$ cat config.mk
export PLATFORM = sky130hd
export DESIGN_NAME = serial_frame_tx
export DESIGN_NICKNAME = d
export VERILOG_FILES = /design/src/rtl/serial_frame_tx.sv
export SDC_FILE = /design/constraint.sdc
export NUM_CORES = 1
export LEC_CHECK = 0
export ABC_AREA = 1
export ABC_CLOCK_PERIOD_IN_PS = 2300
export BUFFER_PORTS_ARGS = -buffer_cell sky130_fd_sc_hd__buf_2
export CAP_MARGIN = 20
export CORE_MARGIN = 8
export CORE_UTILIZATION = 37
export DETAILED_ROUTE_END_ITERATION = 7
export PLACE_DENSITY = 0.64
export SYNTH_ARGS = -nofsm -noshare
export SYNTH_HDL_FRONTEND = slang
export SYNTH_SLANG_ARGS = --single-unit
export TNS_END_PERCENT = 1
$ cat constraint.sdc
create_clock -name clk -period 2.3 [get_ports clk]
set_clock_uncertainty 0.1 [all_clocks]
set_input_delay 0.23 -clock clk [delete_from_list [all_inputs] [get_ports clk]]
set_output_delay 0.23 -clock clk [all_outputs]
set_load 0.02 [all_outputs]
$ cat src/rtl/serial_frame_tx.sv
// Serial frame transmitter: header pattern, MSB-first length field, then N
// LSB-first payload bits, one bit per clkEn strobe.
module serial_frame_tx #(
  parameter int                HDR_W  = 4,
  parameter logic [HDR_W-1:0]  HDR    = 4'b1101,
  parameter int                CNT_W  = 4,
  parameter int                DATA_W = 2**CNT_W - 1
) (
  input  logic              clk,
  input  logic              rst,
  input  logic              clkEn,
  input  logic              start,
  input  logic [CNT_W-1:0]  len,
  input  logic [DATA_W-1:0] data,
  output logic              txBit,
  output logic              txValid,
  output logic              busy,
  output logic              done
);

  localparam int               FW       = HDR_W + CNT_W + DATA_W;
  localparam logic [CNT_W-1:0] ONE      = CNT_W'(1);
  localparam logic [CNT_W-1:0] HDR_LAST = CNT_W'(HDR_W - 1);
  localparam logic [CNT_W-1:0] CNT_LAST = CNT_W'(CNT_W - 1);

  typedef enum logic [1:0] {S_IDLE, S_HDR, S_LEN, S_PAY} state_t;

  state_t           r_state;
  logic [CNT_W-1:0] r_idx;
  logic [CNT_W-1:0] r_len;
  logic [FW-1:0]    r_frame;
  logic             r_txBit;
  logic             r_txValid;
  logic             r_busy;
  logic             r_done;
  logic             w_last;

  // Payload is reversed on load so the whole frame leaves MSB first from one shifter.
  function automatic logic [DATA_W-1:0] rev_bits(input logic [DATA_W-1:0] d);
    logic [DATA_W-1:0] r;
    r = '0;
    for (int i = 0; i < DATA_W; i++) begin
      r[i] = d[DATA_W-1-i];
    end
    return r;
  endfunction

  // Flags the strobe that completes the final bit of the frame.
  always_comb begin
    w_last = 1'b0;
    if (r_state == S_LEN) begin
      w_last = (r_idx == CNT_LAST) && (r_len == '0);
    end else if (r_state == S_PAY) begin
      w_last = (r_idx == (r_len - ONE));
    end else begin
      w_last = 1'b0;
    end
  end

  // Frame FSM with registered line outputs.
  always_ff @(posedge clk) begin
    if (rst) begin
      r_state   <= S_IDLE;
      r_idx     <= '0;
      r_len     <= '0;
      r_frame   <= '0;
      r_txBit   <= 1'b0;
      r_txValid <= 1'b0;
      r_busy    <= 1'b0;
      r_done    <= 1'b0;
    end else begin
      r_done <= 1'b0;
      case (r_state)
        S_IDLE: begin
          if (start) begin
            r_len     <= len;
            r_frame   <= {HDR, len, rev_bits(data)};
            r_idx     <= '0;
            r_state   <= S_HDR;
            r_busy    <= 1'b1;
            r_txValid <= 1'b1;
            r_txBit   <= HDR[HDR_W-1];
          end
        end
        S_HDR, S_LEN, S_PAY: begin
          if (clkEn && w_last) begin
            r_state   <= S_IDLE;
            r_idx     <= '0;
            r_busy    <= 1'b0;
            r_txValid <= 1'b0;
            r_txBit   <= 1'b0;
            r_done    <= 1'b1;
          end else if (clkEn) begin
            r_frame <= r_frame << 1;
            r_txBit <= r_frame[FW-2];
            case (r_state)
              S_HDR: begin
                if (r_idx == HDR_LAST) begin
                  r_idx   <= '0;
                  r_state <= S_LEN;
                end else begin
                  r_idx <= r_idx + ONE;
                end
              end
              S_LEN: begin
                if (r_idx == CNT_LAST) begin
                  r_idx   <= '0;
                  r_state <= S_PAY;
                end else begin
                  r_idx <= r_idx + ONE;
                end
              end
              default: r_idx <= r_idx + ONE;
            endcase
          end
        end
        default: r_state <= S_IDLE;
      endcase
    end
  end

  assign txBit   = r_txBit;
  assign txValid = r_txValid;
  assign busy    = r_busy;
  assign done    = r_done;

endmodule

-- Word level (Yosys, flattened, before mapping)
Cells that the tools add are included.
- bits in registers: 35
- output and inout bits: 4
- word-level logic and storage cells: 61
- add/sub/neg operators: 2
- eq/ne operators: 13
- mux-type cells: 26
- bitwise logic cells: 1
- reduce and logical (&&, ||, !) cells: 12
- operators by type and width (operator ; count):
    two-way mux 22 bit ; 3
    case mux 22 bit (2 select lines) ; 1
    two-way mux 4 bit ; 5
    != test 4 bit, second input constant ; 3
    two-way mux 2 bit ; 5
    != test 2 bit, second input constant ; 4
    case mux 2 bit (2 select lines) ; 2
    case mux 4 bit (2 select lines) ; 1
    two-way mux 1 bit ; 7
    AND reduction 2 bit ; 3
    AND reduction 5 bit ; 1
    adder 4 x 1 -> 4 bit, second input constant ; 1
    == test 2 bit, second input constant ; 2
    == test 4 x 2 -> 1 bit, second input constant ; 1
    == test 4 bit ; 1
    logical NOT 4 bit ; 1
    case mux 1 bit (2 select lines) ; 2
    OR reduction 2 bit ; 2
    subtractor 4 x 1 -> 4 bit, second input constant ; 1
    != test 3 bit, second input constant ; 1
    AND reduction 3 bit ; 1
    OR reduction 3 bit ; 1
    == test 2 x 1 -> 1 bit, second input constant ; 1
    logical AND 1 bit ; 2
    2 further kinds ; 2

-- Logic depth before layout (Yosys ltp)
Gate-level depths: netlist (run 1).
- depth after elaboration: 7
- depth in mapped cells: 15
- depth with buffers taken out: 15

-- Worst setup path before layout (run 1)
OpenSTA, ideal clock, no wires.
- path type: register to register
- start: register r_len[0]
- end: register r_txBit, in the netlist txBit
- setup time: 0.132 ns
- arrival: 1.491 ns
- path slack: 0.577 ns
- stages on the path, launching flop included: 11
- period minus slack after synthesis: 1.723 ns
- cells stage by stage: dfxtp_1 -> inv_2 -> ha_1 -> xnor2_1 -> nor2_1 -> nand3_1 -> nand2_2 -> nand3_4 -> buf_4 -> o211ai_1 -> a21oi_1
- cells in the longest elaborated chain, start to end: 7
- elaborated cells between the ends (all ways): 11
- classes of those cells: add/sub: 1; eq/ne: 2; mux: 4; reduce/logical: 4
- RTL lines (what ; RTL line ; source):
    start, declared ; 30 ; logic [CNT_W-1:0] r_len;
    start signal, assigned ; 76 ; r_len <= len;
    subtractor 4 x 1 -> 4 bit ; 54 ; w_last = (r_idx == (r_len - ONE));
    == test 4 bit ; 54 ;
    two-way mux 1 bit ; 53 ; end else if (r_state == S_PAY) begin
    two-way mux 1 bit (*) ; 51 ; if (r_state == S_LEN) begin
    logical AND 1 bit (*) ; 86 ; if (clkEn && w_last) begin
    two-way mux 1 bit / != test 3 bit (equally long branches) ; n/a ;
    case mux 1 bit (2 select lines) / AND reduction 2 bit (equally long branches) ; n/a ;
    end signal, assigned ; 82 ; r_txBit <= HDR[HDR_W-1];
    end signal, assigned ; 95 ; r_txBit <= r_frame[FW-2];
    end, declared ; 32 ; logic r_txBit;
Every way passes the cells marked *; elsewhere a longest branch is shown, timed or not.
A chain may end at the register's enable or synchronous reset.

-- Final worst setup path (run 1)
- start: register r_state[0]
- end: register r_frame[10]
- cells in the longest elaborated chain, start to end: 6
- elaborated cells between the ends (all ways): 13
- classes of those cells: eq/ne: 6; mux: 3; reduce/logical: 4
- RTL lines (what ; RTL line ; source):
    start, declared ; 28 ; state_t r_state;
    start signal, assigned ; 63 ; r_state <= S_IDLE;
    start signal, assigned ; 79 ; r_state <= S_HDR;
    start signal, assigned ; 87 ; r_state <= S_IDLE;
    == test 2 bit ; 53, 73 ;
    two-way mux 1 bit ; 53 ;
    two-way mux 1 bit ; 51 ;
    logical AND 1 bit ; 86 ;
    != test 2 bit (no source line) ; n/a ;
    AND reduction 3 bit (no source line) ; n/a ;
    end signal, assigned ; 77 ; r_frame <= {HDR, len, rev_bits(data)};
    end signal, assigned ; 94 ; r_frame <= r_frame << 1;
    end, declared ; 31 ; logic [FW-1:0] r_frame;
Several ways; a longest one is shown, not always the timed one.

==> run_results.csv, run 1 <==
group,metric,value,unit
status,status,"finished, final reports clean",
synth,syn_nets,309,
grt,grt_remaining_overflow,0,
placed_design,io_buffers,26,
grt,grt_pass1_vias,1717,
synth,synth_ff_type,"dfxtp_1",
power,internal_power,1.49,mW
synth,synth_warnings,0,
synth,synthTopCellsByCount,"nand2_1 (102), dfxtp_1 (35), a21oi_1 (32)",
setup_path,critical_path.top_delay_family,"simple AND/OR/NAND/NOR gates",
synth,syn_avg_cell_area,6.98,um^2
die,core_area,0.00507,mm^2
timing,hold_slack,0.0930,ns
drt,vias,1762,
synth,seq_area_frac_synth,0.361,
finish,drive_gt1_frac,0.215,
placed_design,place_inst,366,
cts,cts.sinks,35,
synth,synth_edf_count,0,
synth,synth_top_family_by_area,"simple AND/OR/NAND/NOR gates",
synth,yosys.area_share.adder,0.0516,
setup_path,startpoint_type,"flop",
timing,worst_pin_slew,0.378,ns
synth,synthDominantCellAreaShare,0.361,
cts,cts_tree,"built",
synth,yosysTopAreaCell,"dfxtp_1",
die,die_h,88.4,um
setup_path,path_class,"reg2reg",
finish,area_growth,13.2,%
die,start_util,0.382,
timing,hold_viol,0,
finish,antenna_cells,0,
cts,cts_buffers,5,
synth,muxShareOfSynthArea,0,
power,power_density,1240,mW/mm^2
synth,syn_area,0.00194,mm^2
cts,cts_resized,0,
finish,multi_input_area,0.00110,mm^2
grt,grt_start_max_net_pins,26,
timing,slew_headroom,0.747,
setup_path,cp.required,2.40,ns
power,vdd_drop_max,458,uV
setup_path,cp_cell_sequence,"inv_1 -> ha_1 -> nand2_2 -> nand2_2 -> a21oi_4 -> nand3_4 -> nand2_2 -> nand2_1 -> a21oi_1",
setup_path,crit_top_cell,"nand2_2",
synth,synth_xor_xnor_area_share,0.0135,
cts,htreeDepth,2,
power,combPwrFrac,0.532,
finish,nets,334,
setup_path,r2r_cells,9,
job,cap_violations,0,
finish,seqCellArea,701,um^2
setup_path,cp.depth,9,
drt,dr.pass1.iters,4,
die,die_w,88.4,um
timing,maxSlewViolCount,0,
cts,cts_setup_buffers,0,
synth,yosysMostFrequentCell,"nand2_1",
power,p_leak,1.01,nW
cts,clk_pin_slew,0.06,ns
synth,synth_compound_area_frac,0.121,
setup_path,path_buf_inv,1,
power,seq_power_share,0.323,
setup_path,critPathMaxStageDelay,0.40,ns
grt,grt_usage,0.121,
placed_design,dp_hpwl,3.09,mm
timing,setup_tns,0,ns
finish,fillers,570,
drt,vias_per_cell,4.74,
synth,synth_simple_gate_area_frac,0.377,
drt,drtIter0Drc,69,
die,rows,26,
timing,post-route-period-util,0.874,
synth,synthArstFlopShare,0,
grt,grt_pass1_wl,7.57,mm
finish,final_cells,372,
power,power.total,2.72,mW
drt,wl_per_cell,11.5,um
setup_path,cp-end-kind,"flop",
drt,drc_errors,0,
cts,cts_hold_buffers,0,
power,p_sw_frac,0.450,
synth,syn_inst,278,
finish,fin_util,0.433,
drt,antenna_left,0,
timing,finalSetupViolCount,0,
min_path,hp-class,"in2reg",
timing,fmax,497,MHz
power,p_clk_frac,0.145,
grt,antenna_found_initial,0,
die,io_pins,27,
cts,cts_buffer_depth,2,
placed_design,gp_congestion,0.741,
synth,yosys-top-cells-area,"dfxtp_1 (36%), nand2_1 (20%), a21oi_1 (8.3%)",
die,die_area,0.00782,mm^2
timing,min_period,2.01,ns
cts,root_buffer,"clkbuf_8",
synth,ys_seq_elements,35,
power,power.switching,1.23,mW
min_path,holdPathStages,2,
synth,ys_types,29,
setup_path,worstPathArrival,2.11,ns
timing,rsz0062_at_grt,"false",
setup_path,critPathMaxFanout,20,
cts,clkLatencyLatePin,0.27,ns
drt,wirelength,4.26,mm
setup_path,slowest_stage,"dfxtp_1",
-- state kept, by name (all words and copies together), names as in the netlist --
signal,count
r_len,4
r_state,2
busy,1
done,1
r_frame,22
r_idx,4
txBit,1
-- cell usage in the layout (no fill, tap or decap), types with 2 or more instances in the layout --
master      n
a21oi_1    32
buf_2      26
buf_4       6
clkbuf_8    5
dfxtp_1    35
ha_1        8
inv_1      11
inv_2       6
nand2_1   102
nand2_2     6
nand3_1    18
nand3_2    10
nor2_1     12
nor3_1      4
o21ai_0     6
xor2_1      2
-- logic make-up after synthesis --
family,Yosys count
fa+ha+maj,8
simple gates,158
flops,35
buf+inv,31
xor+xnor,3
compound gates,43
-- path summary, 6_finish.rpt --
check | start | end | slack (ns)
worst max-delay path | r_state[0] | r_frame[10] | 0.29
worst min-delay path | rst | busy | 0.09
worst max register to register | r_state[0] | r_frame[10] | 0.29
worst min register to register | r_frame[6] | r_frame[6] | 0.36
-- metrics by stage --
stage,setup WS (ns),area (um^2)
floorplan,0.577,1940
global placement,0.332,2120
detailed placement,0.291,2120
CTS,0.233,2200
finish,0.289,2200
global route,0.0798,2200
-- final cells by class --
cell class,instances,share of cell area
Inverter,17,0.0291
Tap cell,70,0.0399
Sequential cell,35,0.319
Multi-Input combinational cell,212,0.499
Timing Repair Buffer,32,0.0798
Clock buffer,6,0.0330
-- power by group through the flow --
| stage | Combinational [mW] | Sequential (mW) | Clock [mW] |
|---|---|---|---|
| after floorplan | 1.18 | 0.889 | 0 |
| after global placement | 1.46 | 0.890 | 0 |
| after detailed placement | 1.47 | 0.893 | 0 |
| after CTS | 1.47 | 0.882 | 0.412 |
| after global routing | 1.67 | 0.908 | 0.432 |
| final | 1.45 | 0.880 | 0.393 |
-- per-layer routing --
layer  up-vias  global-route usage  routed length [um]  share of wire
li1        937                   -                   -              -
met1       807               0.143                1980           0.46
met2        16               0.207                2150           0.50
met3         2              0.0269                  99          0.023
met4         0              0.0461                  40         0.0094
met5         -                   0                   0              0
Note: power is estimated with default switching activity, not from simulation.
==> run 2: changes to the inputs <==
--- a/config.mk
+++ b/config.mk
@@ -8,11 +8,11 @@
 export ABC_AREA = 1
 export ABC_CLOCK_PERIOD_IN_PS = 2300
 export BUFFER_PORTS_ARGS = -buffer_cell sky130_fd_sc_hd__buf_2
-export CAP_MARGIN = 20
 export CORE_MARGIN = 8
 export CORE_UTILIZATION = 37
 export DETAILED_ROUTE_END_ITERATION = 7
-export PLACE_DENSITY = 0.64
+export HOLD_SLACK_MARGIN = 0.06
+export PLACE_DENSITY = 0.65
 export SYNTH_ARGS = -nofsm -noshare
 export SYNTH_HDL_FRONTEND = slang
 export SYNTH_SLANG_ARGS = --single-unit
==> run 2 against run 1 <==
  * Clock-buffer cell count unchanged
  * Total power rose by 7.0%
  * Sequential power barely moved
  * Cell area up 2.5%
  * Setup slack better by 0.0061 ns
  * Register-to-register slack barely moved
  * Final cell count up 0.81%
  * Clock power rose by 45%
  * Critical path depth up 1
  * Non-clock buffer count increased by 1
  * Die area unchanged
  * Largest cell class unchanged
  * Largest power group unchanged
==> run_results.csv, run 2 (synthesis results as in run 1) <==
group,metric,value,unit
placed_design,gp_congestion,0.753,
timing,fmax,499,MHz
power,p_leak,1.03,nW
grt,grt_remaining_overflow,0,
die,die_h,88.4,um
setup_path,slowest_stage,"dfxtp_1",
drt,dr.pass1.iters,4,
finish,nets,335,
finish,area_growth,16.0,%
cts,cts_resized,0,
cts,clkLatencyLatePin,0.28,ns
finish,largest_register_ffs,22,
timing,min_period,2.00,ns
power,vdd_drop_max,653,uV
drt,vias,1772,
min_path,hp-class,"in2reg",
timing,rsz0062_at_grt,"false",
drt,antenna_left,0,
timing,hold_slack,0.0986,ns
grt,grt_pass1_vias,1750,
setup_path,path_class,"reg2reg",
cts,cts_buffers,5,
timing,setup_slack,0.295,ns
placed_design,place_inst,366,
grt,grt_start_max_net_pins,27,
timing,maxSlewViolCount,0,
drt,vias_per_cell,4.73,
setup_path,cp.required,2.41,ns
die,rows,26,
setup_path,cp_cell_sequence,"inv_2 -> ha_1 -> xnor2_1 -> nor2_1 -> nand3_1 -> nand2_2 -> nand3_4 -> nand2_2 -> nand2_1 -> a21oi_1",
job,cap_violations,0,
finish,antenna_cells,0,
grt,grt_pass1_wl,7.62,mm
grt,antenna_found_initial,0,
setup_path,critPathMaxFanout,20,
placed_design,io_buffers,26,
timing,worst_pin_slew,0.395,ns
finish,reg_top3,"r_frame x22, r_idx x4, r_len x4",
finish,layout_common_cells,"nand2_1 (102), dfxtp_1 (35), a21oi_1 (32), buf_2 (26), nand3_1 (18)",
die,io_pins,27,
placed_design,dp_hpwl,3.10,mm
setup_path,startpoint_type,"flop",
cts,cts_buffer_depth,2,
min_path,hp-start,"data[14]",
timing,post-route-period-util,0.872,
timing,setup_tns,0,ns
finish,fillers,554,
setup_path,r2r-end,"r_frame[8]",
cts,htreeDepth,2,
drt,drc_errors,0,
cts,cts_hold_buffers,1,
setup_path,cp-end-kind,"flop",
cts,cts.sinks,35,
die,core_area,0.00507,mm^2
min_path,holdPathStages,3,
setup_path,reg2reg_from,"r_len[0]",
grt,grt_usage,0.123,
setup_path,crit_top_cell,"nand2_2",
die,die_area,0.00782,mm^2
timing,finalSetupViolCount,0,
drt,drtIter0Drc,73,
power,power.total,2.91,mW
finish,final_cells,375,
cts,clk_pin_slew,0.07,ns
placed_design,placed_cell_area,0.00212,mm^2
finish,top_register,"r_frame",
finish,layout_commonest_cell,"nand2_1",
finish,final_area,0.00225,mm^2
setup_path,rrSetupSlack,0.30,ns
drt,wl_per_cell,11.5,um
drt,wirelength,4.33,mm
placed_design,dp_slack,0.289,ns
cts,root_buffer,"clkbuf_8",
die,start_util,0.382,
cts,cts_tree,"built",
cts,cts_setup_buffers,0,
timing,hold_viol,0,
setup_path,worstPathArrival,2.11,ns
finish,fin_util,0.444,
status,status,"finished, final reports clean",
setup_path,critical_path.top_delay_family,"simple AND/OR/NAND/NOR gates",
setup_path,critPathMaxStageDelay,0.37,ns
setup_path,path_buf_inv,1,
setup_path,r2r_cells,10,
die,die_w,88.4,um
min_path,hold_end,"r_frame[0]",
finish,drive_gt1_frac,0.223,
power,power_density,1290,mW/mm^2
timing,slew_headroom,0.736,
run 2: cell types whose count changed in the layout (fill, tap and decap cells not counted):
cell / before / now
clkbuf_1: 1 / 0
clkbuf_8: 5 / 6
clkinv_2: 0 / 1
dlygate4sd3_1: 0 / 1
bufinv_16: 0 / 1
run 2: area by class of cell:
| type | count | area [um^2] | area share |
|---|---|---|---|
| clock inverters | 2 | 35.0 | 0.0156 |
| well taps | 70 | 87.6 | 0.0389 |
| flip-flops and latches | 35 | 701 | 0.311 |
| repair buffers | 33 | 185 | 0.0823 |
| inverters | 17 | 63.8 | 0.0283 |
| clock buffers | 6 | 82.6 | 0.0367 |
| multi-input cells | 212 | 1100 | 0.487 |
run 2: power by group:
| part | switching, mW | internal, mW | total [mW] |
|---|---|---|---|
| Clock | 0.219 | 0.351 | 0.569 |
| Combinational | 0.947 | 0.516 | 1.46 |
| Sequential | 0.0999 | 0.779 | 0.879 |
run 2: worst max-delay path by stage:
stage | start | to | slack, ns | cells after the start
3_3_place_gp | r_state[0] | r_frame[15] | 0.35 | 9
6_report | r_len[0] | r_frame[8] | 0.30 | 10
3_5_place_dp | r_len[0] | r_frame[18] | 0.29 | 10
4_1_cts | r_state[0] | r_frame[8] | 0.25 | 9
5_1_grt | r_len[0] | r_frame[7] | 0.07 | 13
2_1_floorplan | r_len[0] | txBit | 0.58 | 10
run 2: routing by layer:
layer,track usage,vias up,part of all wire
li1,-,943,-
met2,0.212,14,0.50
met3,0.0241,7,0.024
met4,0.0599,0,0.016
met5,0,-,0
met1,0.141,808,0.46
run 2: worst reg2reg max path: cells and delay by family (launching register included):
| kind | cells | cell delay (ns) |
|---|---|---|
| buffers and inverters | 1 | 0.07 |
| adder cells (fa/ha/maj) | 1 | 0.30 |
| AO/OA/AOI/OAI | 1 | 0.14 |
| AND/OR/NAND/NOR | 6 | 0.84 |
| flip-flops | 1 | 0.37 |
| XOR/XNOR | 1 | 0.12 |
